`config.mk`:
```
export PLATFORM = sky130hd
export DESIGN_NAME = branch_resolve
export DESIGN_NICKNAME = d
export VERILOG_FILES = /design/src/rtl/branch_resolve.sv
export SDC_FILE = /design/constraint.sdc
export NUM_CORES = 1
export LEC_CHECK = 0
export CAP_MARGIN = 20
export CORE_UTILIZATION = 30
export DETAILED_ROUTE_END_ITERATION = 10
export GPL_TIMING_DRIVEN = 0
export MAX_ROUTING_LAYER = met4
export PLACE_DENSITY = 0.68
export SLEW_MARGIN = 15
export SYNTH_ARGS = -nofsm -noshare
export SYNTH_HDL_FRONTEND = slang
export SYNTH_SLANG_ARGS = --single-unit
```
`constraint.sdc`:
```
create_clock -name clk -period 3.8 [get_ports clk]
set_input_delay 0.38 -clock clk [delete_from_list [all_inputs] [get_ports clk]]
set_output_delay 0.38 -clock clk [all_outputs]
set_load 0.005 [all_outputs]
```
`src/rtl/branch_resolve.sv`:
```
// Branch resolution in EX: computes actual direction, issues registered redirects,
// trains a 2-bit BHT and keeps branch/mispredict statistics.
module branch_resolve #(
    parameter int unsigned N           = 32,
    parameter int unsigned BHT_ENTRIES = 16
) (
    input  logic         clk,
    input  logic         rst,
    input  logic         ex_valid,
    input  logic         ex_is_branch,
    input  logic         ex_is_jump,
    input  logic [2:0]   ex_funct3,
    input  logic [N-1:0] ex_pc,
    input  logic [N-1:0] ex_target,
    input  logic         ex_pred_taken,
    input  logic         stall,
    input  logic         BrEq,
    input  logic         BrLt,
    output logic         BrUn,
    input  logic [N-1:0] if_pc,
    output logic         if_pred_taken,
    output logic         redirect,
    output logic [N-1:0] redirect_pc,
    input  logic         clear_stats,
    output logic [31:0]  branch_cnt,
    output logic [31:0]  mispredict_cnt
);
    localparam int unsigned IDX_W = $clog2(BHT_ENTRIES);

    logic [1:0]       bht_q [BHT_ENTRIES];
    logic             redirect_q, redirect_d;
    logic [N-1:0]     redirect_pc_q, redirect_pc_d;
    logic [31:0]      branch_cnt_q, branch_cnt_d;
    logic [31:0]      mispredict_cnt_q, mispredict_cnt_d;

    logic             resolve, jump_resolve, br_resolve, mispredict;
    logic             f3_legal, actual_taken;
    logic [IDX_W-1:0] ex_idx, if_idx;
    logic [1:0]       bht_cur, bht_nxt;
    logic             unused_if_pc;

    assign BrUn    = (ex_funct3 == 3'b110) || (ex_funct3 == 3'b111);
    assign ex_idx  = ex_pc[IDX_W+1:2];
    assign if_idx  = if_pc[IDX_W+1:2];
    assign unused_if_pc = ^{if_pc[N-1:IDX_W+2], if_pc[1:0]};

    // Prediction reads the stored counter; a same-cycle update is not forwarded.
    assign if_pred_taken = bht_q[if_idx][1];

    // Actual direction from comparator flags; 010/011 are not real branches.
    always_comb begin
        f3_legal     = 1'b1;
        actual_taken = 1'b0;
        case (ex_funct3)
            3'b000:         actual_taken = BrEq;
            3'b001:         actual_taken = !BrEq;
            3'b100, 3'b110: actual_taken = BrLt;
            3'b101, 3'b111: actual_taken = !BrLt;
            default:        f3_legal     = 1'b0;
        endcase
    end

    // Anything in EX while a redirect is out is wrong-path and must be dropped.
    assign resolve      = ex_valid && !stall && !redirect_q;
    assign jump_resolve = resolve && ex_is_jump;
    assign br_resolve   = resolve && !ex_is_jump && ex_is_branch && f3_legal;
    assign mispredict   = br_resolve && (actual_taken != ex_pred_taken);

    always_comb begin
        bht_cur = bht_q[ex_idx];
        bht_nxt = bht_cur;
        if (actual_taken) begin
            if (bht_cur != 2'b11) bht_nxt = bht_cur + 2'b01;
        end else begin
            if (bht_cur != 2'b00) bht_nxt = bht_cur - 2'b01;
        end
    end

    always_comb begin
        redirect_d       = jump_resolve || mispredict;
        redirect_pc_d    = redirect_pc_q;
        branch_cnt_d     = branch_cnt_q;
        mispredict_cnt_d = mispredict_cnt_q;
        if (jump_resolve) begin
            redirect_pc_d = ex_target;
        end else if (mispredict) begin
            redirect_pc_d = actual_taken ? ex_target : ex_pc + N'(4);
        end
        if (clear_stats) begin
            branch_cnt_d     = 32'd0;
            mispredict_cnt_d = 32'd0;
        end else begin
            if (br_resolve) branch_cnt_d     = branch_cnt_q + 32'd1;
            if (mispredict) mispredict_cnt_d = mispredict_cnt_q + 32'd1;
        end
    end

    always_ff @(posedge clk or posedge rst) begin
        if (rst) begin
            for (int unsigned i = 0; i < BHT_ENTRIES; i++) begin
                bht_q[IDX_W'(i)] <= 2'b01;
            end
            redirect_q       <= 1'b0;
            redirect_pc_q    <= '0;
            branch_cnt_q     <= 32'd0;
            mispredict_cnt_q <= 32'd0;
        end else begin
            redirect_q       <= redirect_d;
            redirect_pc_q    <= redirect_pc_d;
            branch_cnt_q     <= branch_cnt_d;
            mispredict_cnt_q <= mispredict_cnt_d;
            if (br_resolve) bht_q[ex_idx] <= bht_nxt;
        end
    end

    assign redirect       = redirect_q;
    assign redirect_pc    = redirect_pc_q;
    assign branch_cnt     = branch_cnt_q;
    assign mispredict_cnt = mispredict_cnt_q;
endmodule

```
==> results <==
- The critical path goes through or3b_4 -> nor3_4 -> nor4b_4 -> nor2_1 -> and2_1 -> buf_2 -> inv_4 -> buf_6 -> mux2_2.
- The share of flip-flops with an asynchronous set or reset after synthesis is 1.00.
- The growth of design area from synthesis to finish is 39.6%.
- After detailed routing, the number of remaining DRC violations is 0.
- The clock input transition at the sequential cells of the worst setup and hold paths is ~0.070 ns.
- The met3 layer usage reported by global route is 0.0366.
- For the final routed database, the setup TNS stands at 0 ns.
- Summed over all layers, the routed wires come to ~21000 microns.
- Synthesis produced 754 cells.
- After floorplanning, the core was sized to cover ~23000 sq um.
- The horizontal die dimension is approximately 160 microns.
- The count of final hold-check violations is 0.
- The areal power density over the cells is 407 nW/um^2.
- For this run, global-route usage on met2 was measured as 0.284.
- Of the cells placed in the final design, the portion with a size suffix greater than 1 is 0.109.
- The placement row count is 56.
- The first global-routing pass estimated roughly 34000 microns of wire.
- The count of pins over their slew limit was 0.
- The cell sitting at the root of the clock tree is a clkbuf_16.
- The detailed-route wire length per cell is 16.3 microns.
- The cell area after synthesis is roughly 7200 sq um.
- The leading register cell type out of synthesis is dfrtp_1.
- Prior to clock tree synthesis, the placed netlist has a worst setup slack of about 0.17 ns.
- Among all stages on the critical path, the largest delay is contributed by nor4b_4.
- The congestion estimate from routability-driven global placement came to slightly above 0.8.
- Setup violations remaining at the end of the flow were counted as 0.
- The class of the tightest hold or removal check is in2async.
- The synthesized netlist net count is 869.
- The number of global-route vias before repair came to between 6k and 7k.
- In this run, post-CTS hold repair placed 0 buffers.
- The max-slew headroom at the worst pin is 0.351.
- During I/O placement, the number of pins put on the boundary was roughly 210.
- The highest ir drop seen on vdd is between 0.0002 and 0.00025 V.
- The count of inserted antenna diode cells is 0.
- Overall power consumption after layout is estimated at a little over 4 mW.
- The hold slack is approximately 0.38 ns.
- The sequential area share after synthesis is 0.453.
- The worst setup path is launched from a flip-flop.
- The post-detailed-route via-to-cell ratio is 4.99.
- The CTS tree is built.
- The number of DRC markers after the initial detailed-route iteration is 313.
- The initial antenna violation count is 0.
- The layout has between 2k and 2.5k filler cells.
- In the final layout, flip-flops and latches occupy 3250 sq um.
- The synthesized design contains 0 enable-type register cells.
- Of all nets on the critical path, the largest fanout is 10.
- Static timing analysis puts the maximum clock frequency at 313 MHz.
- Setup repair after global routing left no endpoint under its margin.
- The combined area of the multi-input logic cells is 3730 sq um.
- The run finished with clean final reports.
- The busiest layer in global routing is met2.
- The worst reg-to-reg setup slack is 0.60 ns.
- The overall track demand over capacity in global routing is 0.181.
- The deepest level of the CTS H-tree is 4.
- Between clock sinks in the finished design, the worst skew comes to between 0.01 and 0.015 ns.
- The critical path in this run is classified as reg2reg.
- The final critical path time including I/O delays and setup is about 3.2 ns.
- The number of vias after detailed routing is around 6.4k.
- From bottom edge to top edge, the die measures around 160 microns.
- The total setup buffers inserted after CTS is 0.
- Of the available clock period, the critical path in the final layout requires 0.841.
- For this run, the detailed router's first-pass iteration total came to 5.
- The die area is roughly 25000 sq um.
- The antenna violation net count after detailed routing is 0.
- The effective utilization at floorplan is 0.306.
- For this run, the number of Yosys warnings is 0.
- The highest cell delay on the worst timing path is between 0.5 and 0.6 ns.
- Global routing finished with a remaining overflow of 0.
- For the pin with the worst max-slew slack, the measured transition is 0.964 ns.
- The kind of end point of the critical path is a flip-flop.
- Clock tree synthesis inserted a total of 17 buffers.
- The number of nets at the end of the flow is around 1.1k.
- The count of buffers added on input and output ports is approximately 180.
- In the layout the commonest cells are clkdlybuf4s50_1, nor2_1, dfrtp_1.
- For the worst setup path, the data required time is 4.11 ns.
- Counting flops and latches in the post-synthesis netlist gives approximately 130.
- The longest clock path from root to sink contains 2 buffers.
- For this run, global-route usage on met1 was measured as 0.237.
- For this design the static power due to leakage is 3.85 nW.
- The clock reaches the later pin of the worst-skew pair after between 0.4 and 0.5 ns.
- The largest net degree at the start of global routing is 72.
- Leaving out fill and tap cells, the most frequent cell in the layout is clkdlybuf4s50_1.
- Once detailed placement completed, the half-perimeter wirelength came to 15400 microns.
- The per-instance average area after synthesis is between 9 and 10 sq um.
- Once routing completed, OpenROAD measured the worst setup slack at 0.604 ns.
- Once the clock tree was built, the resizer swapped 0 gates to a different size.
- The arrival time at the worst endpoint is ~3.5 ns.
- Across the run, the number of max-cap violations was 0.
- The count of clock tree sinks is roughly 130.
- Counting distinct cell types in the post-synthesis netlist gives 53.
## final timing paths
path | startpoint | to | cells after the start
min | rst | branch_cnt[10] | 2
min reg2reg | bht_q[0] | bht_q[0] | 2
max in group asynchronous | rst | bht_q[16] | 3
max reg2reg | redirect | redirect_pc[11] | 9
max | redirect | redirect_pc[11] | 9
min in group clk | bht_q[0] | bht_q[0] | 2
## synthesized netlist by cell type (5+ instances only)
| library cell | count | area [sq um] |
|---|---|---|
| ha_1 | 6 | 75.1 |
| a211oi_1 | 7 | 52.6 |
| nor4_1 | 7 | 43.8 |
| o21ai_0 | 30 | 150 |
| and4_1 | 10 | 87.6 |
| dfrtp_1 | 113 | 2830 |
| mux4_2 | 13 | 293 |
| inv_1 | 12 | 45.0 |
| nand4_1 | 22 | 138 |
| nor2_1 | 115 | 432 |
| nor3_1 | 19 | 95.1 |
| or3_1 | 10 | 62.6 |
| mux2i_1 | 7 | 70.1 |
| nor2b_1 | 5 | 31.3 |
| or4_1 | 7 | 52.6 |
| o31ai_1 | 6 | 45.0 |
| and3_1 | 18 | 113 |
| xnor2_1 | 36 | 315 |
| mux2_2 | 26 | 293 |
| nand3_1 | 44 | 220 |
| xor2_1 | 37 | 324 |
| clkbuf_1 | 27 | 101 |
| dfstp_2 | 16 | 420 |
| nand2_1 | 54 | 203 |
| a21oi_1 | 61 | 305 |
## layout make-up
cell class | instances | area share
clock buffers | 17 | 0.0425
inverters | 13 | 0.00587
flip-flops and latches | 129 | 0.324
plain buffers | 33 | 0.0142
clock inverters | 15 | 0.0189
well taps | 319 | 0.0398
multi-input cells | 579 | 0.373
repair buffers | 180 | 0.182
## cells by family (layout without fill, tap and decap cells)
family	Yosys count	in the layout	share of synthesized area
xor gates and xnor gates	73	73	0.0891
DFF	129	129	0.453
muxes	47	47	0.0929
adders and majority gates	8	8	0.0132
and+or+nand+nor	329	329	0.227
buffers and inverters	46	258	0.0270
AOI/OAI and AO/OA	122	122	0.0978
## state kept, by name, indices dropped and copies added (netlist names)
| signal | count |
|---|---|
| redirect | 1 |
| mispredict_cnt | 32 |
| redirect_pc | 32 |
| bht_q | 32 |
| branch_cnt | 32 |
## routing by layer
metal	wire length (microns)	up-vias	share of wire
li1	-	3094	-
met1	9650	3103	0.46
met2	9860	199	0.47
met3	1150	14	0.055
met4	244	0	0.012
met5	0	-	0
## power by group
group / switching, mW / total (mW) / internal, mW
registers: 0.0801 / 1.61 / 1.53
logic: 0.314 / 0.736 / 0.422
clock network: 0.728 / 1.73 / 1.00
## critical path, delay by kind of cell, from the launching register on
family / cells / cell delay, ns
buffers and inverters: 3 / 0.49
AND/OR/NAND/NOR: 5 / 1.84
flip-flops: 1 / 0.40
multiplexers: 1 / 0.34
## metrics by stage
step	area, sq um	cells	util
after CTS	10000	1285	0.427
final	10000	1285	0.427
after global routing	10000	1285	0.427
after detailed placement	9400	1253	0.401
after global placement	9370	1252	0.399
after floorplan	7180	754	-
No activity file was read; power rests on OpenSTA's default activity.
